<file path="src/rtl/logic_operand_queue_pkg.sv">
`default_nettype none
// ============================================================================
// Module      : logic_operand_queue_pkg
// Description : Shared op encoding and default sizing for the logic operand
//               queue and its bitwise unit.
// Revision    : 1.0 - initial release
// ============================================================================
package logic_operand_queue_pkg;

  // Bitwise operation selector carried with every queued operand pair
  typedef enum logic [1:0] {
    OP_AND  = 2'b00,
    OP_OR   = 2'b01,
    OP_XOR  = 2'b10,
    OP_ANDN = 2'b11
  } op_e;

  localparam int c_default_w     = 32;
  localparam int c_default_depth = 4;

  // Occupancy counter width: must represent 0..depth inclusive
  function automatic int count_width(input int depth);
    return $clog2(depth) + 1;
  endfunction

endpackage
`default_nettype wire

</file>
<file path="src/rtl/logic_operand_queue_logic32b_comb.sv">
`default_nettype none
// ============================================================================
// Module      : logic32b_comb
// Description : Combinational W-bit bitwise unit (AND, OR, XOR, ANDN).
//               Pure per-bit logic, no carries, result width equals W.
// Revision    : 1.0 - initial release
// ============================================================================
module logic32b_comb
  import logic_operand_queue_pkg::*;
#(
  parameter int W = c_default_w
) (
  input  op_e          i_op,
  input  logic [W-1:0] i_a,
  input  logic [W-1:0] i_b,
  output logic [W-1:0] o_c
);

  // Select one of the four bitwise functions of the operand pair
  always_comb begin
    o_c = '0;
    case (i_op)
      OP_AND:  o_c = i_a & i_b;
      OP_OR:   o_c = i_a | i_b;
      OP_XOR:  o_c = i_a ^ i_b;
      OP_ANDN: o_c = i_a & ~i_b;
      default: o_c = '0;
    endcase
  end

endmodule
`default_nettype wire

</file>
<file path="src/rtl/logic_operand_queue.sv">
`default_nettype none
// ============================================================================
// Module      : logic_operand_queue
// Description : DEPTH-entry FIFO of {op, a, b} operand pairs feeding a
//               bitwise unit whose result is held in a registered output
//               stage with valid/ready handshake. Synchronous flush,
//               asynchronous active-low reset.
// Revision    : 1.0 - initial release
// ============================================================================
module logic_operand_queue
  import logic_operand_queue_pkg::*;
#(
  parameter int W     = c_default_w,
  parameter int DEPTH = c_default_depth
) (
  input  logic                          clk,
  input  logic                          rst_n,
  input  logic                          flush,
  input  logic                          in_valid,
  output logic                          in_ready,
  input  logic [W-1:0]                  in_a,
  input  logic [W-1:0]                  in_b,
  input  logic [1:0]                    in_op,
  output logic                          out_valid,
  input  logic                          out_ready,
  output logic [W-1:0]                  out_c,
  output logic [count_width(DEPTH)-1:0] count
);

  localparam int PW = $clog2(DEPTH);
  localparam int CW = count_width(DEPTH);

  localparam logic [CW-1:0] c_depth = CW'(DEPTH);
  localparam logic [PW-1:0] c_ptr_one = PW'(1);
  localparam logic [CW-1:0] c_cnt_one = CW'(1);

  // Storage is intentionally not reset; only pointers/count qualify it
  op_e          r_mem_op [DEPTH];
  logic [W-1:0] r_mem_a  [DEPTH];
  logic [W-1:0] r_mem_b  [DEPTH];

  logic [PW-1:0] r_wr_ptr;
  logic [PW-1:0] r_rd_ptr;
  logic [CW-1:0] r_count;
  logic          r_out_valid;
  logic [W-1:0]  r_out_c;

  logic          w_push;
  logic          w_pop;
  logic [W-1:0]  w_result;

  // Ready depends only on occupancy, so a full queue refuses a push even
  // when a pop frees an entry in the same cycle
  assign in_ready  = (r_count < c_depth);
  assign w_push    = in_valid && in_ready && !flush;
  assign w_pop     = (r_count != '0) && !flush && (!r_out_valid || out_ready);

  assign out_valid = r_out_valid;
  assign out_c     = r_out_c;
  assign count     = r_count;

  logic32b_comb #(
    .W (W)
  ) u_logic32b_comb (
    .i_op (r_mem_op[r_rd_ptr]),
    .i_a  (r_mem_a[r_rd_ptr]),
    .i_b  (r_mem_b[r_rd_ptr]),
    .o_c  (w_result)
  );

  // Write the offered operand pair into the slot under the write pointer
  always_ff @(posedge clk) begin
    if (w_push) begin
      r_mem_op[r_wr_ptr] <= op_e'(in_op);
      r_mem_a[r_wr_ptr]  <= in_a;
      r_mem_b[r_wr_ptr]  <= in_b;
    end
  end

  // Pointer and occupancy bookkeeping; pointers wrap naturally (DEPTH is 2^n)
  always_ff @(posedge clk or negedge rst_n) begin
    if (!rst_n) begin
      r_wr_ptr <= '0;
      r_rd_ptr <= '0;
      r_count  <= '0;
    end else if (flush) begin
      r_wr_ptr <= '0;
      r_rd_ptr <= '0;
      r_count  <= '0;
    end else begin
      if (w_push) r_wr_ptr <= r_wr_ptr + c_ptr_one;
      if (w_pop)  r_rd_ptr <= r_rd_ptr + c_ptr_one;
      case ({w_push, w_pop})
        2'b10:   r_count <= r_count + c_cnt_one;
        2'b01:   r_count <= r_count - c_cnt_one;
        default: r_count <= r_count;
      endcase
    end
  end

  // Output register: load on pop, drop when consumed, hold under backpressure
  always_ff @(posedge clk or negedge rst_n) begin
    if (!rst_n) begin
      r_out_valid <= 1'b0;
      r_out_c     <= '0;
    end else if (flush) begin
      r_out_valid <= 1'b0;
    end else if (w_pop) begin
      r_out_valid <= 1'b1;
      r_out_c     <= w_result;
    end else if (out_ready) begin
      r_out_valid <= 1'b0;
    end
  end

endmodule
`default_nettype wire

</file>
<file path="config.mk">
export PLATFORM = sky130hd
export DESIGN_NAME = logic_operand_queue
export DESIGN_NICKNAME = d
export VERILOG_FILES = /design/src/rtl/logic_operand_queue_pkg.sv /design/src/rtl/logic_operand_queue_logic32b_comb.sv /design/src/rtl/logic_operand_queue.sv
export SDC_FILE = /design/constraint.sdc
export NUM_CORES = 1
export LEC_CHECK = 0
export CELL_PAD_IN_SITES_DETAIL_PLACEMENT = 0
export CELL_PAD_IN_SITES_GLOBAL_PLACEMENT = 1
export CORE_MARGIN = 1.5
export CORE_UTILIZATION = 53
export CTS_BUF_LIST = sky130_fd_sc_hd__clkbuf_4 sky130_fd_sc_hd__clkbuf_8
export CTS_CLUSTER_SIZE = 12
export DETAILED_ROUTE_END_ITERATION = 6
export PLACE_DENSITY = 0.86
export SLEW_MARGIN = 25
export SYNTH_ARGS = -nofsm -noshare
export SYNTH_HDL_FRONTEND = slang
export SYNTH_SLANG_ARGS = --single-unit
</file>
<file path="constraint.sdc">
create_clock -name clk -period 7.9 [get_ports clk]
set_input_delay 1.58 -clock clk [delete_from_list [all_inputs] [get_ports clk]]
set_output_delay 1.58 -clock clk [all_outputs]
set_load 0.03 [all_outputs]
</file>
==> flow_summary_export.csv <==
group,metric,value,unit
timing,fin_tns_setup,0,ps
grt,overflow,0,
pwr,clock_power_share,26.9,%
critical_path,critPathMaxStageDelay,870,ps
timing,rsz0062_at_grt,"false",
die,die_w,159.1,µm
critical_path,path_delay_family,"simple AND/OR/NAND/NOR gates",
synthesis,ys_ff_latch,304,
grt,grtUsageTotal,19.90,%
grt,grt_pass1_vias,7132,
grt,grt_pass1_wl,38920,µm
critical_path,worstRegToRegCells,6,
place,place_area,0.01421,mm²
critical_path,reg2reg_slack,4580,ps
run_status,status,"completed",
die,io_pins,108,
critical_path,crit_top_cell,"nor2b_1",
clock_tree,cts_buffers,48,
clock_tree,clock-sinks,304,
grt,antenna_found_initial,1,
pwr,switchingPower,1703,µW
synthesis,synthCells,780,
critical_path,cp.required,8070,ps
timing,fmax,271.3,MHz
die,initial_utilization,54.51,%
timing,period_share,46.66,%
pwr,powerDensity,338.0,mW/mm²
min_path,hp-class,"reg -> reg",
route,wirelength,24490,µm
critical_path,cp_num_cells,4,
final_layout,final_util,64.68,%
critical_path,slowest_stage,"and2_4",
critical_path,start_kind,"input port",
synthesis,synth_top_family_by_area,"multiplexers",
timing,slew_viol_final,0,
pwr,p_leak,0.005466,µW
route,first_pass_iters,5,
pwr,peakVddDrop,0.2073,mV
final_layout,stdcell_area,0.01532,mm²
die,fp.dieH,159.1,µm
final_layout,final_nets,1015,
critical_path,critPathMaxFanout,66,
synthesis,synthSimpleGateAreaFrac,4.081,%
timing,layout_setup_ws,4214,ps
clock_tree,htreeDepth,2,
synthesis,synth-compound-area-share,4.439,%
clock_tree,clk_path_buf_depth,3,
clock_tree,cts_tree,"built",
pwr,power_frac_seq,39.6,%
synthesis,syn_nets,891,
route,wl_per_cell,19.38,µm
clock_tree,hold_buffers,0,
synthesis,synth_area,0.01291,mm²
timing,fin_crit,3686,ps
route,drt_first_iter_violations,564,
place,hpwl,13530,µm
route,drc_errors,0,
synthesis,synth-warning-count,0,
place,numPortBuffers,107,
grt,grt_max_degree,67,
timing,tightest_slew,1009,ps
die,row_count,56,
synthesis,synthXorXnorAreaFrac,2.443,%
critical_path,crit_buf_inv,1,
clock_tree,cts_root_buf,"clkbuf_8",
clock_tree,ctsResizeCount,0,
route,num_vias,6857,
pwr,p_sw_share,32.90,%
synthesis,muxShareOfSynthArea,12.03,%
clock_tree,insertion_delay,560,ps
final_layout,area_growth,18.66,%
critical_path,critPathKind,"in -> reg",
timing,final_hold_viol_count,0,
synthesis,yosysSeqAreaShare,69.17,%
pwr,power,5177,µW
route,viasPerCell,5.425,
clock_tree,postCtsSetupBuffers,0,
pwr,intPower,3474,µW
final_layout,drive_gt1_share,17.90,%
critical_path,cp-end-kind,"flop",
place,routabilityCongestion,0.6988,
min_path,worstHoldPathCells,2,
timing,setup_viol,0,
synthesis,synth.distinct_cells,33,
critical_path,worstPathCellList,"clkdlybuf4s50_1 > nor2b_1 > nor2b_1 > and2_4",
route,antenna_left,0,
timing,skew,7.598,ps
die,core_region_area,0.02368,mm²
synthesis,synthAdderAreaFrac,3.935,%
pwr,p_comb_share,33.5,%
job,max_cap_viol_count,0,
clock_tree,cts.clk_slew.worst_paths,60,ps
timing,relSlewSlack,32.71,%
critical_path,arrival,3860,ps
place,pre_cts_slack,3724,ps
synthesis,synth_area_per_cell,16.55,µm²
die,dieArea,0.02530,mm²
## cell type report
class / instances / area [µm²]
sequential: 304 / 8936
tap: 319 / 399.1
clock inverter: 19 / 140.1
timing repair buffer: 116 / 1191
fill: 1731 / 8366
inverter: 69 / 259.0
clock buffer: 71 / 895.9
antenna: 1 / 2.502
multi-input combinational: 365 / 3493
## metal layers
| layer | part of all wire (%) | GRT usage, % | wire (µm) |
|---|---|---|---|
| met1 | 42 | 26.61 | 10350 |
| met2 | 50 | 33.21 | 12150 |
| met3 | 6.3 | 4.168 | 1549 |
| met4 | 1.8 | 5.832 | 448 |
| met5 | 0 | 0 | 0 |
## synthesized netlist by cell type (all sizes together)
master,n,area [µm²]
a21boi,1,7.510
a21oi,31,155.2
a221oi,4,35.03
a22o,4,35.03
a31oi,28,175.2
and2,5,33.78
buf,27,188.9
clkbuf,15,56.30
dfrtp,40,1001
edfxtp,264,7928
fa,1,20.02
ha,39,488.0
inv,69,259.0
mux2,5,56.30
mux2i,10,100.1
mux4,62,1396
nand2,56,210.2
nand2b,31,193.9
nand3,1,5.000
nand3b,1,7.510
nor2,11,41.29
nor2b,3,18.77
nor3,2,10.01
o21ai,33,165.2
or3,1,6.260
xnor2,7,61.31
xor2,29,254.0
## stage by stage
step | hold WS [ps] | cells
detailed placement | 473.8 | 1170
floorplan | 561.6 | 780
global placement | 466.8 | 1169
finish | 482.3 | 1264
CTS | 486.4 | 1260
global route | 506.1 | 1263
## layout by cell type (no fill, tap or decap), drive strengths merged, types with 2 or more instances in the layout
master | Yosys | routed
clkinv | 0 | 15
and2 | 5 | 5
nor2b | 3 | 3
clkdlybuf4s50 | 0 | 106
xor2 | 29 | 29
a221oi | 4 | 4
edfxtp | 264 | 264
clkinvlp | 0 | 2
nand2 | 56 | 56
mux2i | 10 | 10
nor3 | 2 | 2
ha | 39 | 39
o21ai | 33 | 33
mux2 | 5 | 5
xnor2 | 7 | 7
a22o | 4 | 4
buf | 27 | 10
a31oi | 28 | 28
mux4 | 62 | 62
nor2 | 11 | 11
clkbuf | 15 | 71
inv | 69 | 69
a21oi | 31 | 31
nand2b | 31 | 31
bufinv | 0 | 2
dfrtp | 40 | 40
## worst min-delay path, cell delays in order, from the launching register on
cell and delay [ps]:
dfrtp_1 340, nand2_1 50, o21ai_1 60
## final timing paths
check                                         from                        to
min reg2reg                  out_c[19]$_DFFE_PN0P_     out_c[19]$_DFFE_PN0P_
max in group asynchronous                    rst_n   r_rd_ptr[0]$_DFFE_PN0P_
max                                       in_valid  r_mem_b[1][19]$_DFFE_PP_
min                          out_c[19]$_DFFE_PN0P_     out_c[19]$_DFFE_PN0P_
min in group asynchronous                    rst_n     out_c[13]$_DFFE_PN0P_
max reg2reg                r_rd_ptr[0]$_DFFE_PN0P_      out_c[0]$_DFFE_PN0P_
## logic make-up (layout without fill, tap and decap cells)
| group | Yosys count | in the layout |
|---|---|---|
| other | 0 | 1 |
| and+or+nand+nor | 111 | 111 |
| AOI/OAI and AO/OA | 101 | 101 |
| xor gates and xnor gates | 36 | 36 |
| adders and majority gates | 40 | 40 |
| buffers and inverters | 111 | 275 |
| muxes | 77 | 77 |
| DFF | 304 | 304 |
## flip-flops by register name, indices dropped and copies added (netlist names)
name and cells:
r_mem_a 128, r_rd_ptr 2, out_valid 1, r_wr_ptr 2
r_mem_op 8, r_mem_b 128, out_c 32, count 3
## power by group through the flow
stage / combinational [µW] / sequential [µW] / clock (µW)
floorplan: 1180 / 2150 / 0
global placement: 1680 / 2100 / 0
detailed placement: 1750 / 2090 / 0
CTS: 1750 / 2060 / 1420
global route: 1930 / 2070 / 1490
finish: 1740 / 2050 / 1390
No activity file was read; power rests on OpenSTA's default activity.
